### src/rtl/expr_parser_fsm_pkg.sv
// Shared definitions for the expression syntax checker: parser states,
// error codes and the ASCII characters the grammar recognises.
package expr_parser_fsm_pkg;

    // Parser states
    typedef enum logic [1:0] {
        StExp = 2'd0,  // operand or '(' expected
        StNum = 2'd1,  // inside a number literal
        StCls = 2'd2,  // just after ')'
        StErr = 2'd3   // sticky error, absorbs all input
    } state_e;

    // Error codes reported on o_err_code
    localparam logic [2:0] ErrNone     = 3'd0;
    localparam logic [2:0] ErrBadChar  = 3'd1;
    localparam logic [2:0] ErrSyntax   = 3'd2;
    localparam logic [2:0] ErrUnmatch  = 3'd3;
    localparam logic [2:0] ErrDepth    = 3'd4;
    localparam logic [2:0] ErrNumLong  = 3'd5;

    // ASCII constants
    localparam logic [7:0] ChZero  = 8'h30;
    localparam logic [7:0] ChNine  = 8'h39;
    localparam logic [7:0] ChPlus  = 8'h2B;
    localparam logic [7:0] ChStar  = 8'h2A;
    localparam logic [7:0] ChMinus = 8'h2D;
    localparam logic [7:0] ChLpar  = 8'h28;
    localparam logic [7:0] ChRpar  = 8'h29;
    localparam logic [7:0] ChSpace = 8'h20;

endpackage

### src/rtl/expr_parser_fsm_char_class.sv
// Combinational character classifier: exactly one class output is high for
// any input byte. Disabled '-' or ' ' fall into the bad class.
module expr_parser_fsm_char_class
    import expr_parser_fsm_pkg::*;
#(
    parameter bit ALLOW_MINUS = 1'b1,
    parameter bit SKIP_SPACE  = 1'b1
) (
    input  logic [7:0] i_char,
    output logic       o_is_digit,
    output logic       o_is_op,
    output logic       o_is_lpar,
    output logic       o_is_rpar,
    output logic       o_is_space,
    output logic       o_is_bad
);

    logic w_digit;
    logic w_op;
    logic w_lpar;
    logic w_rpar;
    logic w_space;

    assign w_digit = (i_char >= ChZero) && (i_char <= ChNine);
    assign w_op    = (i_char == ChPlus) || (i_char == ChStar) ||
                     (ALLOW_MINUS && (i_char == ChMinus));
    assign w_lpar  = (i_char == ChLpar);
    assign w_rpar  = (i_char == ChRpar);
    assign w_space = SKIP_SPACE && (i_char == ChSpace);

    // Priority chain keeps the outputs one-hot even if classes were to overlap
    always_comb begin
        o_is_digit = 1'b0;
        o_is_op    = 1'b0;
        o_is_lpar  = 1'b0;
        o_is_rpar  = 1'b0;
        o_is_space = 1'b0;
        o_is_bad   = 1'b0;
        if (w_digit)      o_is_digit = 1'b1;
        else if (w_op)    o_is_op    = 1'b1;
        else if (w_lpar)  o_is_lpar  = 1'b1;
        else if (w_rpar)  o_is_rpar  = 1'b1;
        else if (w_space) o_is_space = 1'b1;
        else              o_is_bad   = 1'b1;
    end

endmodule

### src/rtl/expr_parser_fsm.sv
// Streaming syntax checker for infix expressions, one ASCII char per
// accepted beat. Flags complete expressions, tracks paren depth and number
// literal count, and latches the first error until reset or restart.
module expr_parser_fsm
    import expr_parser_fsm_pkg::*;
#(
    parameter int unsigned MAX_DEPTH   = 7,
    parameter int unsigned MAX_DIGITS  = 4,
    parameter bit          ALLOW_MINUS = 1'b1,
    parameter bit          SKIP_SPACE  = 1'b1,
    parameter int unsigned CNT_W       = 8,
    parameter int unsigned DEPTH_W     = $clog2(MAX_DEPTH + 1)
) (
    input  logic               i_clk,
    input  logic               i_clr_n,
    input  logic               i_restart,
    input  logic               i_in_valid,
    input  logic [7:0]         i_in,
    output logic               o_out,
    output logic               o_err,
    output logic [2:0]         o_err_code,
    output logic [DEPTH_W-1:0] o_depth,
    output logic [CNT_W-1:0]   o_tok_cnt
);

    localparam int unsigned DCNT_W = $clog2(MAX_DIGITS + 1);

    state_e             r_state, w_state_d;
    logic [DEPTH_W-1:0] r_depth, w_depth_d;
    logic [DCNT_W-1:0]  r_dcnt, w_dcnt_d;
    logic [CNT_W-1:0]   r_tok_cnt, w_tok_d;
    logic [2:0]         r_err_code, w_err_d;
    logic               r_out, w_out_d;
    logic               r_err, w_err_flag_d;

    logic w_digit, w_op, w_lpar, w_rpar, w_space, w_bad;
    logic w_depth_max, w_depth_zero, w_dcnt_max, w_tok_sat;

    expr_parser_fsm_char_class #(
        .ALLOW_MINUS (ALLOW_MINUS),
        .SKIP_SPACE  (SKIP_SPACE)
    ) u_char_class (
        .i_char     (i_in),
        .o_is_digit (w_digit),
        .o_is_op    (w_op),
        .o_is_lpar  (w_lpar),
        .o_is_rpar  (w_rpar),
        .o_is_space (w_space),
        .o_is_bad   (w_bad)
    );

    assign w_depth_max  = (r_depth == DEPTH_W'(MAX_DEPTH));
    assign w_depth_zero = (r_depth == '0);
    assign w_dcnt_max   = (r_dcnt == DCNT_W'(MAX_DIGITS));
    assign w_tok_sat    = (r_tok_cnt == {CNT_W{1'b1}});

    // Next-state decode; spaces (when skipped) match no branch and change nothing
    always_comb begin
        w_state_d = r_state;
        w_depth_d = r_depth;
        w_dcnt_d  = r_dcnt;
        w_tok_d   = r_tok_cnt;
        w_err_d   = r_err_code;
        if (i_in_valid) begin
            unique case (r_state)
                StExp: begin
                    if (w_digit) begin
                        w_state_d = StNum;
                        w_dcnt_d  = DCNT_W'(1);
                        if (!w_tok_sat) w_tok_d = r_tok_cnt + CNT_W'(1);
                    end else if (w_lpar) begin
                        if (w_depth_max) begin
                            w_state_d = StErr;
                            w_err_d   = ErrDepth;
                        end else begin
                            w_depth_d = r_depth + DEPTH_W'(1);
                        end
                    end else if (w_op || w_rpar) begin
                        w_state_d = StErr;
                        w_err_d   = ErrSyntax;
                    end else if (w_bad) begin
                        w_state_d = StErr;
                        w_err_d   = ErrBadChar;
                    end
                end
                StNum, StCls: begin
                    if (w_digit && (r_state == StNum)) begin
                        if (w_dcnt_max) begin
                            w_state_d = StErr;
                            w_err_d   = ErrNumLong;
                        end else begin
                            w_dcnt_d = r_dcnt + DCNT_W'(1);
                        end
                    end else if (w_op) begin
                        w_state_d = StExp;
                    end else if (w_rpar) begin
                        if (w_depth_zero) begin
                            w_state_d = StErr;
                            w_err_d   = ErrUnmatch;
                        end else begin
                            w_depth_d = r_depth - DEPTH_W'(1);
                            w_state_d = StCls;
                        end
                    end else if (w_digit || w_lpar) begin
                        w_state_d = StErr;
                        w_err_d   = ErrSyntax;
                    end else if (w_bad) begin
                        w_state_d = StErr;
                        w_err_d   = ErrBadChar;
                    end
                end
                StErr: ;
                default: ;
            endcase
        end
        w_out_d      = ((w_state_d == StNum) || (w_state_d == StCls)) && (w_depth_d == '0);
        w_err_flag_d = (w_err_d != ErrNone);
    end

    // State and output registers; restart has priority over any incoming char
    always_ff @(posedge i_clk or negedge i_clr_n) begin
        if (!i_clr_n) begin
            r_state    <= StExp;
            r_depth    <= '0;
            r_dcnt     <= '0;
            r_tok_cnt  <= '0;
            r_err_code <= ErrNone;
            r_out      <= 1'b0;
            r_err      <= 1'b0;
        end else if (i_restart) begin
            r_state    <= StExp;
            r_depth    <= '0;
            r_dcnt     <= '0;
            r_tok_cnt  <= '0;
            r_err_code <= ErrNone;
            r_out      <= 1'b0;
            r_err      <= 1'b0;
        end else begin
            r_state    <= w_state_d;
            r_depth    <= w_depth_d;
            r_dcnt     <= w_dcnt_d;
            r_tok_cnt  <= w_tok_d;
            r_err_code <= w_err_d;
            r_out      <= w_out_d;
            r_err      <= w_err_flag_d;
        end
    end

    assign o_out      = r_out;
    assign o_err      = r_err;
    assign o_err_code = r_err_code;
    assign o_depth    = r_depth;
    assign o_tok_cnt  = r_tok_cnt;

endmodule
### config.mk
export PLATFORM = sky130hd
export DESIGN_NAME = expr_parser_fsm
export DESIGN_NICKNAME = d
export VERILOG_FILES = /design/src/rtl/expr_parser_fsm_pkg.sv /design/src/rtl/expr_parser_fsm_char_class.sv /design/src/rtl/expr_parser_fsm.sv
export SDC_FILE = /design/constraint.sdc
export NUM_CORES = 1
export LEC_CHECK = 0
export CAP_MARGIN = 40
export CELL_PAD_IN_SITES_DETAIL_PLACEMENT = 2
export CELL_PAD_IN_SITES_GLOBAL_PLACEMENT = 2
export CORE_MARGIN = 3
export CORE_UTILIZATION = 34
export CTS_CLUSTER_DIAMETER = 30
export DETAILED_ROUTE_END_ITERATION = 12
export HOLD_SLACK_MARGIN = 0.1
export PLACE_DENSITY = 0.86
export SKIP_LAST_GASP = 1
export SLEW_MARGIN = 25
export SYNTH_ARGS = -nofsm -noshare
export SYNTH_HDL_FRONTEND = slang
export SYNTH_SLANG_ARGS = --single-unit
### constraint.sdc
create_clock -name i_clk -period 5.19 [get_ports i_clk]
set_clock_uncertainty 0.15 [all_clocks]
set_input_delay 0.7785 -clock i_clk [delete_from_list [all_inputs] [get_ports i_clk]]
set_output_delay 0.7785 -clock i_clk [all_outputs]
set_load 0.1 [all_outputs]
==> metrics.log, run 1 <==
INFO  metric final_area = 0.002316 mm^2
INFO  metric power_per_cell_area = ~240 mW/mm^2
INFO  metric worst_r2r_endpoint = o_out
INFO  metric worst-r2r-cell-count = 8
INFO  metric clkSlewWorstSetupHoldPaths = roughly 0.080 ns
INFO  metric ctsHtreeMaxLevel = 1
INFO  metric ys_seq_area_share = between 30% and 40%
INFO  metric layout.cells.non_filler = about 310
INFO  metric layout.core_utilization = 48.39%
INFO  metric grt_first_pass_wirelength = 10,360 um
INFO  metric final_layout_size_suffix_gt1_share = 13.75%
INFO  metric comb_power_share = between 40% and 50%
INFO  metric antenna_left = 0
INFO  metric route.vias.total = roughly 1,700
INFO  metric drt_wirelength = between 6000 and 7000 um
INFO  metric clock_insertion_delay_worst_skew = roughly 0.27 ns
INFO  metric grt_start_max_net_pins = 25
INFO  metric crit_type = input pin to register
INFO  metric antenna_found_initial = 0
INFO  metric yosys.area.top_type = sky130_fd_sc_hd__dfrtp_1
INFO  metric worstHoldPathType = register to register
INFO  metric setup.reg_to_reg.worst_slack = approximately 2.4 ns
INFO  metric p_sw_share = 43.26%
INFO  metric p_switching = between 0.2 and 0.25 mW
INFO  metric top_signal_layer_used = met4
INFO  metric slew_viol_final = 0
INFO  metric synth_top_cell_area_share = a little under a third
INFO  metric post_dp_cell_area = 0.002267 mm^2
INFO  metric area_delta_synth_final = 35.90%
INFO  metric worstPathRequired = between 5 and 6 ns
INFO  metric synth.avg_cell_area = 8.521 um^2
INFO  metric viasPerCell = roughly 5.6
INFO  metric finish.net_count = about 260
INFO  metric cellInternalPower = ~0.32 mW
INFO  metric cts_buffer_depth = 2
INFO  metric place_hpwl = 4901 um
INFO  metric finalCritPeriodShare = 66.50%
INFO  metric netlist-cell-type-count = between 50 and 60
INFO  metric rows = 25
INFO  metric share_seq_of_total_power = roughly 34%
INFO  metric mostFrequentLayoutCell = sky130_fd_sc_hd__clkdlybuf4s50_1
INFO  metric syn-cell-area = 0.001704 mm^2
INFO  metric async_reset_ff_share = between 90% and 100%
INFO  metric clock_group_share_of_total_power = about a fifth
INFO  metric hold_ws = about 0.39 ns
INFO  metric tightestPinTransition = 0.5813 ns
INFO  metric post_synth_inst_count = 200
INFO  metric routabilityCongestion = 0.8152
INFO  metric ys.warnings.count = 0
INFO  metric routed_wire_length_per_instance = approximately 20 um
INFO  metric cts_hold_buf = 0
INFO  metric fmaxAchievable = 0.2897 GHz
INFO  metric cts.sinks = 21
INFO  metric post-cts-setup-buffer-count = 0
INFO  metric power_leakage = 0.9639 nW
INFO  metric grt_setup_unrepaired = false
INFO  metric run_status = finished, final reports clean
INFO  metric worstSetupStartpointType = input pin
INFO  metric port_buffers = 27
INFO  metric min_to = r_dcnt[1]
INFO  metric cap_violations = 0
INFO  metric slew_headroom = between 60% and 70%
INFO  metric wire_length_on_met3 = 164 um
INFO  metric remaining_global_route_overflow = 0
INFO  metric dieWidth = about 77 um
INFO  metric met2_wirelength = around 3400 um
INFO  metric post_cts_resized = 0
INFO  metric postSynthRegisterBits = 21
INFO  metric crit_arrival = around 3.4 ns
INFO  metric critPathCaptureType = register
INFO  metric post-place-ws = between 1 and 1.5 ns
INFO  metric synth_area_leaders = sky130_fd_sc_hd__dfrtp_1, sky130_fd_sc_hd__ha_1, sky130_fd_sc_hd__nor2_1, sky130_fd_sc_hd__nand2_1, sky130_fd_sc_hd__a21oi_1
INFO  metric rr_startpoint = r_state[0]
INFO  metric ioPinCount = 28
INFO  metric synth-edff-count = 0
INFO  metric final_critical_path_setup_slack = approximately 1.7 ns
INFO  metric mostFrequentLayoutCells = sky130_fd_sc_hd__clkdlybuf4s50_1, sky130_fd_sc_hd__nor2_1, sky130_fd_sc_hd__dfrtp_1
INFO  metric post-route-drc-count = 0
INFO  metric drt-met1-wl = 2612 um
INFO  metric die_y = 76.80 um
INFO  metric coreArea = 0.004786 mm^2
INFO  metric holdPathStages = 2
INFO  metric holdCritStartpoint = r_dcnt[1]
INFO  metric grt.total_usage = between 20% and 30%
INFO  metric insertedDiodeCount = 0
INFO  metric ir_drop = between 0.2 and 0.3 mV
INFO  metric p_total = ~0.56 mW
INFO  metric critical_path.max_fanout = 12
INFO  metric hold_viol_final = 0
INFO  metric yosys_most_used_dff = sky130_fd_sc_hd__dfrtp_1
INFO  metric drtIter0Drc = between 80 and 90
INFO  metric post-route-min-period = between 3 and 4 ns
INFO  metric report.final.setup_viol = 0
INFO  metric sum_of_negative_setup_slack = 0 ns
INFO  metric synth_nets = 221
INFO  metric design.die.area = slightly below 0.006 mm^2
INFO  metric initial_utilization = 35.61%
INFO  metric cts.root.buffer_cell = sky130_fd_sc_hd__clkbuf_8
INFO  metric numPlacedInstances = a little over 300
INFO  metric detail_route.first_pass.iterations = 4
INFO  metric first_global_vias = roughly 2,000
INFO  metric critical_path_source = i_in[1]
INFO  metric tritoncts = done
INFO  metric cts_made_buffers = 3
cells by family (layout without fill, tap and decap cells):
logic type / Yosys count / after routing / share of synthesized area [%]
flip-flops: 21 / 21 / 30.84
AO/OA/AOI/OAI: 48 / 48 / 21.81
adder cells (fa/ha/maj): 9 / 9 / 6.608
XOR/XNOR: 8 / 8 / 4.111
buffers and inverters: 19 / 59 / 5.139
AND/OR/NAND/NOR: 90 / 90 / 28.49
multiplexers: 5 / 5 / 3.010
power by group through the flow:
stage | sequential [mW] | clock [mW] | combinational [mW]
after floorplan | 0.243 | 0 | 0.0998
after global routing | 0.193 | 0.127 | 0.267
after detailed placement | 0.194 | 0 | 0.248
after CTS | 0.191 | 0.120 | 0.252
final | 0.191 | 0.118 | 0.252
after global placement | 0.193 | 0 | 0.212
metal layers:
layer | vias up | global-route usage [%]
met5 | - | 0
met1 | 881 | 26.14
met3 | 11 | 3.991
met4 | 0 | 6.159
met2 | 25 | 40.77
li1 | 805 | -
final cells by class:
type / count / area, um^2
Clock buffer: 3 / 41.29
Clock inverter: 1 / 7.507
Fill cell: 511 / 2470
Inverter: 10 / 37.54
Multi-Input combinational cell: 160 / 1091
Sequential cell: 21 / 525.5
Tap cell: 67 / 83.83
Timing Repair Buffer: 45 / 529.3
synth_stat cells, types with 2 or more instances:
cell type and number:
sky130_fd_sc_hd__nand3b_1 2, sky130_fd_sc_hd__a311oi_1 2, sky130_fd_sc_hd__xnor2_1 4, sky130_fd_sc_hd__a21oi_1 12, sky130_fd_sc_hd__a221o_1 2, sky130_fd_sc_hd__a31oi_1 3, sky130_fd_sc_hd__nor3b_1 2, sky130_fd_sc_hd__nor2_2 2
sky130_fd_sc_hd__xor2_1 4, sky130_fd_sc_hd__o21ai_0 8, sky130_fd_sc_hd__or3_1 3, sky130_fd_sc_hd__nand2_1 18, sky130_fd_sc_hd__o22a_1 2, sky130_fd_sc_hd__o211ai_1 2, sky130_fd_sc_hd__nor2_1 23, sky130_fd_sc_hd__buf_4 2
sky130_fd_sc_hd__nor3_1 6, sky130_fd_sc_hd__a21bo_2 2, sky130_fd_sc_hd__nand2b_1 5, sky130_fd_sc_hd__mux2i_1 4, sky130_fd_sc_hd__nor2b_1 6, sky130_fd_sc_hd__dfrtp_1 21, sky130_fd_sc_hd__clkbuf_1 5, sky130_fd_sc_hd__inv_1 10
sky130_fd_sc_hd__ha_1 9, sky130_fd_sc_hd__nand3_1 6, sky130_fd_sc_hd__nand4_1 7, sky130_fd_sc_hd__and3_1 2
worst max path at each step:
stage,endpoint,slack (ns),cells past startpoint
floorplan,o_err,2.21,8
global placement,o_err,1.53,8
CTS,o_err,1.75,8
detailed placement,o_err,1.46,8
global route,o_out,1.61,8
finish,o_err,1.74,8
critical path, cell delays in order:
cell	delay (ns)
sky130_fd_sc_hd__clkdlybuf4s50_1	0.78
sky130_fd_sc_hd__or3_1	0.27
sky130_fd_sc_hd__a21oi_1	0.09
sky130_fd_sc_hd__a221o_1	0.27
sky130_fd_sc_hd__a21oi_1	0.16
sky130_fd_sc_hd__nor3_1	0.07
sky130_fd_sc_hd__or4_4	0.49
sky130_fd_sc_hd__or4b_1	0.53
sequential cells by signal (all words and copies together), names as in the netlist:
register / count
r_dcnt: 3
o_depth: 3
o_out: 1
o_err: 1
o_tok_cnt: 8
o_err_code: 3
r_state: 2
Note: power is estimated with default switching activity, not from simulation.
==> inputs of run 2 (changes only) <==
Settings changed: CORE_UTILIZATION 34 to 32, PLACE_DENSITY 0.86 to 0.82.
Clock period 5.19 ns to 3.5 ns, I/O delays scaled along.
==> run 2 against run 1 <==
Compared with the run above:
- non-clock buffer count rose by 4
- first-iteration DRC count rose by 20%
- combinational power increased by 51%
- count of clock-buffer cells in the layout stayed put
- final cell count increased by 1.3%
- worst hold slack worse by 0.015 ns
- critical path depth stayed put
- power grew 46%
- sequential cell count unchanged
- critical path type unchanged
==> metrics.log, run 2 (synthesized netlist as in run 1, its figures left out) <==
INFO  metric cts_hold_buf = 0 (unchanged)
INFO  metric ioPinCount = 28 (unchanged)
INFO  metric layout.cells.non_filler = 311 (+1.3%)
INFO  metric power_per_cell_area = 351.9 mW/mm^2 (+46%)
INFO  metric ctsHtreeMaxLevel = 1 (unchanged)
INFO  metric rows = 25 (unchanged)
INFO  metric grt.total_usage = 19.90% (-2.3 points)
INFO  metric rr_startpoint = r_state[1]
INFO  metric p_total = 0.8186 mW (+46%)
INFO  metric initial_utilization = 34.48% (-1.1 points)
INFO  metric report.final.setup_viol = 0 (unchanged)
INFO  metric grt_start_max_net_pins = 24 (-4.0%)
INFO  metric coreArea = 0.004942 mm^2 (+3.3%)
INFO  metric design.die.area = 0.006237 mm^2 (+5.8%)
INFO  metric post-place-ws = 0.08188 ns (-1.377 ns)
INFO  metric viasPerCell = 5.531 (-1.4%)
INFO  metric post-route-min-period = roughly 3.2 ns
INFO  metric sum_of_negative_setup_slack = 0 ns (unchanged)
INFO  metric drtIter0Drc = 101 (+20%)
INFO  metric layout.core_utilization = 47.06% (-1.3 points)
INFO  metric gr-usage-met3 = 3.061% (-0.93 points)
INFO  metric routed_wire_length_per_instance = 18.31 um (-9.9%)
INFO  metric cts_made_buffers = 3 (unchanged)
INFO  metric flip_flop_count_of_the_largest_register_after_layout = 8 (unchanged)
INFO  metric clock_insertion_delay_worst_skew = 0.26 ns (about the same)
INFO  metric area_delta_synth_final = 36.49%
INFO  metric worst_r2r_endpoint = o_err
INFO  metric cts.root.buffer_cell = sky130_fd_sc_hd__clkbuf_8
INFO  metric final_layout_size_suffix_gt1_share = 16.39% (+2.6 points)
INFO  metric route.vias.total = 1,720 (-0.12%)
INFO  metric drt_wirelength = 5694 um (-8.7%)
INFO  metric grt_setup_unrepaired = false
INFO  metric worst-r2r-cell-count = 8 (unchanged)
INFO  metric grt_first_pass_wirelength = 9770 um (-5.7%)
INFO  metric remaining_global_route_overflow = 0 (unchanged)
INFO  metric worstPathRequired = 3.48 ns (-1.70 ns)
INFO  metric finalCritPeriodShare = 90.09%
INFO  metric setup.reg_to_reg.worst_slack = 0.80 ns (-1.60 ns)
INFO  metric first_global_vias = 1,866 (-4.1%)
INFO  metric finish.net_count = 266 (+1.5%)
INFO  metric crit_arrival = 3.13 ns (-0.31 ns)
INFO  metric post-cts-setup-buffer-count = 0 (unchanged)
INFO  metric slew_headroom = 59.76% (-1.5 points)
INFO  metric routabilityCongestion = 0.7904 (-3.0%)
INFO  metric critical_path_source = i_in[1]
INFO  metric detail_route.first_pass.iterations = 4 (unchanged)
INFO  metric numPlacedInstances = 307 (+1.3%)
INFO  metric power_leakage = 0.9924 nW (+3.0%)
INFO  metric place_hpwl = 4669 um (-4.7%)
INFO  metric cts.sinks = 21 (unchanged)
INFO  metric port_buffers = 27 (unchanged)
INFO  metric run_status = finished, final reports clean
INFO  metric gr-usage-met2 = 34.01% (-6.8 points)
INFO  metric worstHoldPathType = input pin to asynchronous set/reset pin
INFO  metric final_critical_path_setup_slack = 0.3469 ns (-1.392 ns)
INFO  metric cts_buffer_depth = 2 (unchanged)
INFO  metric cap_violations = 0 (unchanged)
INFO  metric tritoncts = done
INFO  metric global_route_met1_utilization = 26.52% (+0.38 points)
INFO  metric critPathCaptureType = register
INFO  metric timing.critical_path.to = o_err
INFO  metric mostFrequentLayoutCells = sky130_fd_sc_hd__clkdlybuf4s50_1, sky130_fd_sc_hd__nor2_1, sky130_fd_sc_hd__dfrtp_1
INFO  metric hold_viol_final = 0 (unchanged)
INFO  metric slew_viol_final = 0 (unchanged)
INFO  metric ir_drop = 0.3374 mV (+15%)
INFO  metric antenna_found_initial = 0 (unchanged)
INFO  metric dieWidth = 78.98 um (+2.8%)
INFO  metric fmaxAchievable = roughly 0.32 GHz
INFO  metric worstSetupStartpointType = input pin
INFO  metric tightestPinTransition = 0.6022 ns (+0.02099 ns)
INFO  metric crit_type = input pin to register
INFO  metric top_usage_layer = met2
INFO  metric die_y = 78.98 um (+2.8%)
INFO  metric insertedDiodeCount = 0 (unchanged)
INFO  metric antenna_left = 0 (unchanged)
INFO  metric critical_path.max_fanout = 9 (-3)
INFO  metric clkSlewWorstSetupHoldPaths = 0.07 ns (about the same)
INFO  metric post_cts_resized = 0 (unchanged)
INFO  metric mostFrequentLayoutCell = sky130_fd_sc_hd__clkdlybuf4s50_1
INFO  metric post-route-drc-count = 0 (unchanged)
==> run 2: cell count changes in the layout (fill, tap and decap cells not counted) <==
cell	delta
sky130_fd_sc_hd__buf_16	+1
sky130_fd_sc_hd__buf_4	+10
sky130_fd_sc_hd__buf_8	-4
sky130_fd_sc_hd__clkdlybuf4s50_1	-3
sky130_fd_sc_hd__clkinv_2	+1
sky130_fd_sc_hd__clkinvlp_4	-1
==> run 2: report_power, final <==
| group | switching [mW] | leakage [nW] | internal (mW) | total (mW) |
|---|---|---|---|---|
| clock | 0.0784 | 0.0255 | 0.0793 | 0.158 |
| combinational | 0.238 | 0.681 | 0.143 | 0.381 |
| sequential | 0.0185 | 0.286 | 0.262 | 0.280 |
==> run 2: layout make-up <==
class | instances | area (um^2)
clock buffer | 3 | 41.29
tap | 67 | 83.83
fill | 563 | 2616
inverter | 10 | 37.54
clock inverter | 1 | 5.005
timing repair buffer | 49 | 541.8
multi-input combinational | 160 | 1091
sequential | 21 | 525.5
==> run 2: metal layers <==
| metal | routed length [um] | vias up | share of wire, % |
|---|---|---|---|
| met1 | 2587 | 865 | 45 |
| met4 | 68 | 0 | 1.2 |
| met2 | 2885 | 29 | 51 |
| met3 | 153 | 8 | 2.7 |
| li1 | - | 818 | - |
| met5 | 0 | - | 0 |
==> run 2: worst min path at each step <==
stage | to | cells after the start | from | slack (ns)
2_1_floorplan | o_depth[0] | 0 | i_clr_n | 0.08
3_3_place_gp | r_dcnt[2] | 1 | r_dcnt[2] | 0.35
3_5_place_dp | r_dcnt[2] | 1 | r_dcnt[2] | 0.38
4_1_cts | o_err_code[1] | 1 | i_clr_n | 0.38
5_1_grt | o_err_code[1] | 1 | i_clr_n | 0.39
6_report | o_err_code[1] | 1 | i_clr_n | 0.37
==> run 2: worst max-delay path, stage by stage <==
cell and delay, ns:
sky130_fd_sc_hd__clkdlybuf4s50_1 0.67, sky130_fd_sc_hd__or3_1 0.27, sky130_fd_sc_hd__a21oi_1 0.09, sky130_fd_sc_hd__a221o_1 0.27
sky130_fd_sc_hd__a21oi_1 0.21, sky130_fd_sc_hd__nor3_1 0.08, sky130_fd_sc_hd__or4_4 0.48, sky130_fd_sc_hd__or4b_1 0.52
==> run 2: stage by stage <==
| stage | hold slack [ns] | instance area, um^2 |
|---|---|---|
| 2_1_floorplan | 0.07941 | 1704 |
| 3_3_place_gp | 0.3526 | 2061 |
| 3_5_place_dp | 0.3833 | 2280 |
| 4_1_cts | 0.3817 | 2326 |
| 5_1_grt | 0.3919 | 2326 |
| 6_report | 0.3745 | 2326 |
==> inputs of run 3 (changes only) <==
Settings changed: CORE_UTILIZATION 32 to 34, MAX_ROUTING_LAYER set to met4, PLACE_DENSITY 0.82 to 0.86, SKIP_CTS_REPAIR_TIMING set to 1.
Clock period 3.5 ns to 4.05 ns, I/O delays scaled along.
==> run 3 against run 2 <==
Compared with the run above:
- cell area down 0.11%
- sequential cell count unchanged
- via count is 2.7% higher
- core utilization grew 1.5 points
- register-to-register slack better by 0.49 ns
- worst hold slack improved by 0.011 ns
- non-clock buffer count is 3 lower
- combinational power fell by 17%
- power decreased by 14%
- global-route usage up 2.6 points
- sequential share of layout area is essentially flat
- wire length rose by 6.0%
- highest routed layer unchanged
==> metrics.log, run 3 (synthesized netlist as in run 1, its figures left out) <==
INFO  metric rows = 25 (unchanged)
INFO  metric worstPathRequired = 4.04 ns (+0.56 ns)
INFO  metric dieWidth = 76.80 um (-2.8%)
INFO  metric crit_arrival = 3.26 ns (+0.13 ns)
INFO  metric flip_flop_count_of_the_largest_register_after_layout = 8 (unchanged)
INFO  metric timing.critical_path.slowest_stage_cell = sky130_fd_sc_hd__clkdlybuf4s50_1
INFO  metric tightestPinTransition = 0.6276 ns (+0.02533 ns)
INFO  metric mostFrequentLayoutCell = sky130_fd_sc_hd__clkdlybuf4s50_1
INFO  metric run_status = finished, final reports clean
INFO  metric hold_viol_final = 0 (unchanged)
INFO  metric min_to = r_dcnt[2]
INFO  metric post-route-min-period = ~3.3 ns
INFO  metric report.final.setup_viol = 0 (unchanged)
INFO  metric top_usage_layer = met2
INFO  metric design.die.area = 0.005897 mm^2 (-5.4%)
INFO  metric mostFrequentLayoutCells = sky130_fd_sc_hd__clkdlybuf4s50_1, sky130_fd_sc_hd__nor2_1, sky130_fd_sc_hd__dfrtp_1
INFO  metric critical-path-top-cell-by-count = sky130_fd_sc_hd__a21oi_1
INFO  metric global_route_met1_utilization = 28.00% (+1.5 points)
INFO  metric power_per_cell_area = 303.3 mW/mm^2 (-14%)
INFO  metric worstSetupStartpointType = input pin
INFO  metric setup.reg_to_reg.worst_slack = 1.29 ns (+0.49 ns)
INFO  metric grt_start_max_net_pins = 24 (unchanged)
INFO  metric holdCritStartpoint = r_dcnt[2]
INFO  metric gr-usage-met2 = 39.29% (+5.3 points)
INFO  metric power_leakage = 0.9718 nW (-2.1%)
INFO  metric place_hpwl = 4770 um (+2.2%)
INFO  metric die_y = 76.80 um (-2.8%)
INFO  metric cts.root.buffer_cell = sky130_fd_sc_hd__clkbuf_8
INFO  metric fmaxAchievable = between 0.3 and 0.4 GHz
INFO  metric insertedDiodeCount = 0 (unchanged)
INFO  metric ctsHtreeMaxLevel = 1 (unchanged)
INFO  metric route.vias.total = 1,766 (+2.7%)
INFO  metric finalCritPeriodShare = between 80 and 90%
INFO  metric drt_wirelength = 6034 um (+6.0%)
INFO  metric cts_made_buffers = 3 (unchanged)
INFO  metric antenna_found_initial = 0 (unchanged)
INFO  metric slew_viol_final = 0 (unchanged)
INFO  metric grt.total_usage = 22.46% (+2.6 points)
INFO  metric critical_path.max_fanout = 12 (+3)
INFO  metric coreArea = 0.004786 mm^2 (-3.2%)
INFO  metric worstHoldPathType = register to register
INFO  metric tritoncts = done
INFO  metric critPathCaptureType = register
INFO  metric antenna_left = 0 (unchanged)
INFO  metric ir_drop = 0.2742 mV (-19%)
INFO  metric routed_wire_length_per_instance = 19.59 um (+7.0%)
INFO  metric grt_first_pass_wirelength = 10,410 um (+6.5%)
INFO  metric grt_setup_unrepaired = false
INFO  metric rr_startpoint = r_state[0]
INFO  metric critPathMaxStageDelay = 0.75 ns (+0.08 ns)
INFO  metric crit_type = input pin to register
INFO  metric routabilityCongestion = 0.8628 (+9.2%)
INFO  metric worst-r2r-cell-count = 6 (-2)
INFO  metric viasPerCell = 5.734 (+3.7%)
INFO  metric post-route-drc-count = 0 (unchanged)
INFO  metric gr-usage-met3 = 2.465% (-0.60 points)
INFO  metric port_buffers = 27 (unchanged)
INFO  metric final_layout_size_suffix_gt1_share = 13.69% (-2.7 points)
INFO  metric cts.sinks = 21 (unchanged)
INFO  metric sum_of_negative_setup_slack = 0 ns (unchanged)
INFO  metric worst_r2r_endpoint = o_err
INFO  metric initial_utilization = 35.61% (+1.1 points)
INFO  metric detail_route.first_pass.iterations = 4 (unchanged)
INFO  metric first_global_vias = 1,988 (+6.5%)
INFO  metric drtIter0Drc = 96 (-5.0%)
INFO  metric slew_headroom = 57.84% (-1.9 points)
INFO  metric finish.net_count = 263 (-1.1%)
INFO  metric remaining_global_route_overflow = 0 (unchanged)
INFO  metric cts_buffer_depth = 2 (unchanged)
INFO  metric clock_insertion_delay_worst_skew = 0.26 ns (about the same)
INFO  metric holdPathStages = 1
INFO  metric hold_ws = 0.3855 ns (+0.01103 ns)
INFO  metric cap_violations = 0 (unchanged)
INFO  metric area_delta_synth_final = 36.34%
INFO  metric ioPinCount = 28 (unchanged)
INFO  metric clkSlewWorstSetupHoldPaths = 0.08 ns (about the same)
INFO  metric crit_path_cell_trace = clkdlybuf4s50_1, or3_1, a21oi_1, a221o_1, a21oi_1, nor3_1, or4_4, or4b_1
run 3: cell count changes in the layout (fill, tap and decap cells not counted):
cell / change
sky130_fd_sc_hd__buf_16: -1
sky130_fd_sc_hd__buf_4: -9
sky130_fd_sc_hd__buf_6: -1
sky130_fd_sc_hd__buf_8: +5
sky130_fd_sc_hd__clkbuf_1: +1
sky130_fd_sc_hd__clkdlybuf4s50_1: +3
sky130_fd_sc_hd__clkinv_2: -1
run 3: final cells by class:
type                       count  area (um^2)
timing repair buffer          46        540.5
tap                           67        83.83
multi-input combinational    160         1091
sequential                    21        525.5
inverter                      10        37.54
fill                         511         2462
clock buffer                   4        45.04
run 3: how the worst max path moves through the flow:
| stage | from | to |
|---|---|---|
| after detailed placement | i_in[1] | o_err |
| after floorplan | o_depth[0] | o_err |
| after CTS | i_in[1] | o_err |
| after global routing | i_in[1] | o_err |
| final | i_in[1] | o_err |
| after global placement | i_in[5] | o_err |
run 3: per-layer routing:
layer  vias up  routed length, um
met5         -                  0
met4         0                 63
met3         6                216
met2        35               3150
met1       919               2603
li1        806                  -
run 3: metrics by stage:
stage | setup slack [ns] | cell area, um^2 | utilization, % | std cells | power [mW]
3_5_place_dp | 0.5292 | 2278 | 47.61 | 304 | 0.5620
2_1_floorplan | 1.066 | 1704 | - | 200 | 0.4395
4_1_cts | 0.8096 | 2323 | 48.55 | 308 | 0.7087
3_3_place_gp | 0.5828 | 2023 | 42.27 | 287 | 0.5166
5_1_grt | 0.6125 | 2323 | 48.55 | 308 | 0.7411
6_report | 0.7790 | 2323 | 48.55 | 308 | 0.7046
run 3: where the power goes:
group / internal, mW / switching [mW] / leakage, nW
Combinational: 0.111 / 0.206 / 0.663
Sequential: 0.226 / 0.0180 / 0.286
Clock: 0.0702 / 0.0727 / 0.0228
run 3: critical path: cells and delay by family:
| family | cells | cell delay, ns |
|---|---|---|
| AND/OR/NAND/NOR | 4 | 1.37 |
| AO/OA/AOI/OAI | 3 | 0.52 |
| buffers and inverters | 1 | 0.75 |
